## config.mk

```make
export PLATFORM = sky130hd
export DESIGN_NAME = bcd_timer_ctrl
export DESIGN_NICKNAME = d
export VERILOG_FILES = /design/src/rtl/bcd_timer_ctrl.sv
export SDC_FILE = /design/constraint.sdc
export NUM_CORES = 1
export LEC_CHECK = 0
export CORE_UTILIZATION = 45
export CTS_CLUSTER_SIZE = 20
export DETAILED_ROUTE_END_ITERATION = 6
export PLACE_DENSITY = 0.79
export SLEW_MARGIN = 10
export SYNTH_ARGS = -nofsm -noshare
export SYNTH_HDL_FRONTEND = slang
export SYNTH_SLANG_ARGS = --single-unit
```

## constraint.sdc

```tcl
create_clock -name clk -period 2.7 [get_ports clk]
set_clock_uncertainty 0.05 [all_clocks]
set_input_delay 0.54 -clock clk [delete_from_list [all_inputs] [get_ports clk]]
set_output_delay 0.54 -clock clk [all_outputs]
set_load 0.03 [all_outputs]
```

## src/rtl/bcd_timer_ctrl.sv

```systemverilog
// Stopwatch / countdown sequencer for a chain of NDIG cascaded BCD digits.
// Optional lap capture is built when BCD_TIMER_LAP_EN is defined.
module bcd_timer_ctrl #(
    parameter int NDIG     = 4,
    parameter int PRESCALE = 100000,
    parameter int PW       = 17
) (
    input  logic              clk,
    input  logic              rst,
    input  logic              start,
    input  logic              stop,
    input  logic              clear,
    input  logic              load,
    input  logic [4*NDIG-1:0] preset,
    input  logic              mode,
`ifdef BCD_TIMER_LAP_EN
    input  logic              lap,
    output logic [4*NDIG-1:0] lap_digits,
    output logic              lap_valid,
`endif
    output logic [4*NDIG-1:0] digits,
    output logic [1:0]        state,
    output logic              running,
    output logic              done
);

    typedef enum logic [1:0] {
        S_IDLE  = 2'd0,
        S_RUN   = 2'd1,
        S_PAUSE = 2'd2,
        S_DONE  = 2'd3
    } state_t;

    localparam logic [PW-1:0] PRESC_LAST = PW'(PRESCALE - 1);

    state_t            state_q, state_d;
    logic [PW-1:0]     presc_q, presc_d;
    logic [4*NDIG-1:0] digits_q, digits_d;
    logic              running_q, done_q, done_d;

    logic [4*NDIG-1:0] stepped, preset_clean;
    logic              at_term, stepped_term, en;
    logic [3:0]        term_digit;

    // Valid/ready does not apply here: every command is a one-cycle pulse,
    // acted on the edge it is sampled, priority clear > load > stop > start.

    // Carry/borrow ripple: digit i moves only when all lower digits sit at
    // the wrap value for the current direction.
    always_comb begin
        stepped      = digits_q;
        preset_clean = '0;
        at_term      = 1'b1;
        stepped_term = 1'b1;
        en           = 1'b1;
        term_digit   = mode ? 4'd9 : 4'd0;
        for (int i = 0; i < NDIG; i++) begin
            if (en) begin
                if (mode)
                    stepped[4*i +: 4] = (digits_q[4*i +: 4] == 4'd9) ? 4'd0 : digits_q[4*i +: 4] + 4'd1;
                else
                    stepped[4*i +: 4] = (digits_q[4*i +: 4] == 4'd0) ? 4'd9 : digits_q[4*i +: 4] - 4'd1;
            end
            en      = en & (digits_q[4*i +: 4] == term_digit);
            at_term = at_term & (digits_q[4*i +: 4] == term_digit);
            preset_clean[4*i +: 4] = (preset[4*i +: 4] > 4'd9) ? 4'd9 : preset[4*i +: 4];
        end
        for (int i = 0; i < NDIG; i++)
            stepped_term = stepped_term & (stepped[4*i +: 4] == term_digit);
    end

    always_comb begin
        state_d  = state_q;
        digits_d = digits_q;
        presc_d  = presc_q;
        done_d   = 1'b0;
        if (clear) begin
            state_d  = S_IDLE;
            digits_d = '0;
            presc_d  = '0;
        end else if (load && state_q != S_RUN) begin
            digits_d = preset_clean;
            state_d  = (state_q == S_PAUSE) ? S_PAUSE : S_IDLE;
        end else if (stop && state_q == S_RUN) begin
            state_d = S_PAUSE;
        end else if (start && state_q == S_IDLE) begin
            presc_d = '0;
            if (at_term) begin
                state_d = S_DONE;
                done_d  = 1'b1;
            end else begin
                state_d = S_RUN;
            end
        end else if (start && state_q == S_PAUSE) begin
            // Resume keeps the retained prescaler phase.
            state_d = S_RUN;
        end else if (state_q == S_RUN) begin
            if (presc_q == PRESC_LAST) begin
                presc_d  = '0;
                digits_d = stepped;
                if (stepped_term) begin
                    state_d = S_DONE;
                    done_d  = 1'b1;
                end
            end else begin
                presc_d = presc_q + 1'b1;
            end
        end
    end

    always_ff @(posedge clk) begin
        if (rst) begin
            state_q   <= S_IDLE;
            presc_q   <= '0;
            digits_q  <= '0;
            running_q <= 1'b0;
            done_q    <= 1'b0;
        end else begin
            state_q   <= state_d;
            presc_q   <= presc_d;
            digits_q  <= digits_d;
            running_q <= (state_d == S_RUN);
            done_q    <= done_d;
        end
    end

`ifdef BCD_TIMER_LAP_EN
    logic [4*NDIG-1:0] lap_digits_q;
    logic              lap_valid_q;

    always_ff @(posedge clk) begin
        if (rst || clear) begin
            lap_digits_q <= '0;
            lap_valid_q  <= 1'b0;
        end else if (lap && state_q == S_RUN) begin
            lap_digits_q <= digits_q;
            lap_valid_q  <= 1'b1;
        end
    end

    assign lap_digits = lap_digits_q;
    assign lap_valid  = lap_valid_q;
`endif

    assign digits  = digits_q;
    assign state   = state_q;
    assign running = running_q;
    assign done    = done_q;

endmodule
```

==> impl_metrics.yaml <==
outcome:
  outcome: "finished, violations left"
  violations: "negative setup slack"
clocking:
  cts-root-buf: "clkbuf_8"
  clockBufferDepth: 2
  cts.clk_slew.worst_paths_ns: 0.08
  clock_latency_ns: 0.30
  cts-htree-levels: 2
  cts_tree: "yes"
  cts_buffers: 5
  clkSinkCount: 37
  hold_buffers: 0
hold_path:
  min_to: "presc_q[15]"
  min_path_cells: 2
  min_from: "presc_q[15]"
  hp-class: "reg2reg"
die:
  die_area_sq_mm: 0.00658
  io_pins: 43
  core_sq_mm: 0.00599
  die-width_um: 81.1
  die_height_um: 81.1
  rows: 28
  start_util_pct: 47.0
sta:
  finalSetupTns_ns: -0.0940
  post-route-min-period_ns: 2.79
  maxSlewViolCount: 0
  slew_headroom_pct: 55.8
  tightest_slew_ns: 0.661
  finalHoldViolCount: 0
  max_freq_mhz: 358
  period_share_pct: 103
  setup_ws_ns: -0.0940
  finalSetupViolations: 1
  rsz0062_at_grt: "true"
grt:
  grt_max_degree: 29
  antenna_found_initial: 0
  track_usage_pct: 27.1
  grt_pass1_vias: 3067
  grt-ovfl-total: 0
  grt_pass1_wl_um: 13900
yosys:
  async_flop_share_pct: 0
  synth_top_area_cell: "dfxtp_1"
  ys.flop_type: "dfxtp_1"
  synth_nets: 416
  synth.avg_cell_area_sq_um: 7.19
  syn_area_sq_mm: 0.00282
  synthTopCellsByArea: "dfxtp_1 26%, nor2_1 6.5%, a21oi_1 5.3%"
  seq_area_frac_synth_pct: 26.3
  ys_types: 66
  netlist_instances: 392
  synth-edff-count: 0
  yosys_warnings: 0
  synth-seq-cells: 37
  synth_top_area_share_pct: 26.3
critical_path:
  slowest_delay_ns: 0.51
  cp-end-kind: "flip-flop"
  r2r_start: "digits[3]"
  cpMaxStageDelayCell: "a2111o_1"
  reg2reg_setup_slack_ns: -0.08
  path_delay_family: "compound AO/OA/AOI/OAI gates"
  critical_path_class: "in2reg"
  critPathBufInv: 1
  worstPathMaxFanout: 6
  crit_chain: "buf_6, or3_4, a2111o_1, or3_1, a211oi_1, and4_1, o211ai_1, a2111oi_2"
  worst-endpoint-required_ns: 2.85
  startpoint_type: "primary input"
  cp.arrival_ns: 2.94
  r2r-end: "done"
  ff2ff_path_depth: 7
routing:
  via_count: 3279
  wl_per_cell_um: 15.7
  dr.first_iter.drc_count: 330
  drc: 0
  routed_wl_um: 8470
  firstDrtPassIters: 5
  ant_nets: 0
  via_per_inst: 6.09
finish:
  fillCellCount: 525
  post_route_cells_drive_above_1_share_pct: 18.6
  mostFrequentLayoutCell: "buf_4"
  final_nets: 486
  fin_cells: 538
  regArea_sq_um: 744
  mostFrequentLayoutCells: "49 x buf_4, 47 x nor2_1, 41 x clkdlybuf4s50_1"
  multi_input_comb_area_sq_mm: 0.00196
  n_antenna_cell: 0
  area_growth_syn_to_layout_pct: 34.6
placed_design:
  place.port_buffers: 42
  gp_congestion: 0.844
  dp.cells: 527
  dpl.hpwl_um: 5890
power:
  power_frac_seq_pct: 40.3
  p_sw_w: 0.000410
  power.share.combinational_pct: 23.7
  clockPowerShare_pct: 36.0
  power.density_mw_per_mm2: 377
  vdd_ir_drop_max_v: 0.000233
  p_sw_share_pct: 28.7
  p_int_w: 0.00102
  p_leak_nw: 1.33
flow_run:
  cap_violations: 0
power groups by stage:
stage	Clock, W	Combinational [W]	Sequential [W]
floorplan	0	0.000169	0.000596
global placement	0	0.000311	0.000586
detailed placement	0	0.000318	0.000587
CTS	0.000525	0.000333	0.000574
global route	0.000543	0.000366	0.000577
finish	0.000514	0.000339	0.000575
worst max path at each step:
stage	slack [ns]	depth (start not counted)	to	startpoint
detailed placement	-0.67	8	done	mode
finish	-0.09	8	done	mode
floorplan	-0.03	8	done	mode
CTS	-0.04	8	done	mode
global route	-0.16	8	done	mode
global placement	-0.52	8	done	mode
synthesized netlist by cell type, drive strengths merged, types with 4 or more instances:
cell type   n
clkbuf     25
a31oi       8
nand3      15
and3        4
o22ai       5
nand2b      5
o211ai      6
a21oi      30
nor2       49
xor2        9
o21ai      24
or2         4
xnor2      10
or4         6
nor3       14
inv         8
or3         9
buf         7
a211oi      7
nand4      13
nor2b       5
dfxtp      37
nand2      32
nor4        4
logic make-up after synthesis:
family | Yosys count | share of synthesized area (%)
compound gates | 113 | 26.6
xor+xnor | 19 | 5.91
fa+ha+maj | 1 | 0.444
buf+inv | 40 | 6.17
flops | 37 | 26.3
mux | 2 | 0.755
simple gates | 180 | 33.8
final cells by class:
cell class                      instances  share of cell area (%)
Multi-Input combinational cell        315                    51.6
Timing Repair Buffer                   95                    22.5
Sequential cell                        37                    19.6
Tap cell                               75                    2.47
Clock buffer                            7                    2.28
Clock inverter                          1                   0.792
Inverter                                8                   0.792
worst register-to-register path: cells and delay by family (launching register included):
| family | cells | cell delay [ns] |
|---|---|---|
| AO/OA/AOI/OAI | 4 | 1.26 |
| AND/OR/NAND/NOR | 3 | 1.04 |
| flip-flops | 1 | 0.33 |
layer usage:
metal	global-route usage, %	share of wire, %
met5	0	0
met2	47.8	50
met4	12.0	2.6
met1	31.9	43
met3	4.38	5.0
registers in the layout, indices dropped and copies added (netlist names):
signal   count
running      1
digits      16
state        2
done         1
presc_q     17
timing repair:
action                                  CTS  global route
gates resized for setup                  15             4
pin swaps                                 8             5
endpoints found under the setup margin    6             8
gates cloned                              0             0
setup buffers                             2             1
per-stage QoR:
step	util (%)	instance area (sq um)	hold WS, ns	setup slack (ns)	power, W
6_report	63.3	3790	0.462	-0.0940	0.00143
3_3_place_gp	60.0	3600	0.439	-0.520	0.000898
4_1_cts	63.0	3770	0.470	-0.0415	0.00143
2_1_floorplan	-	2830	0.416	-0.0285	0.000764
5_1_grt	63.3	3790	0.499	-0.157	0.00149
3_5_place_dp	60.0	3600	0.459	-0.671	0.000905
Note: power is estimated with default switching activity, not from simulation.
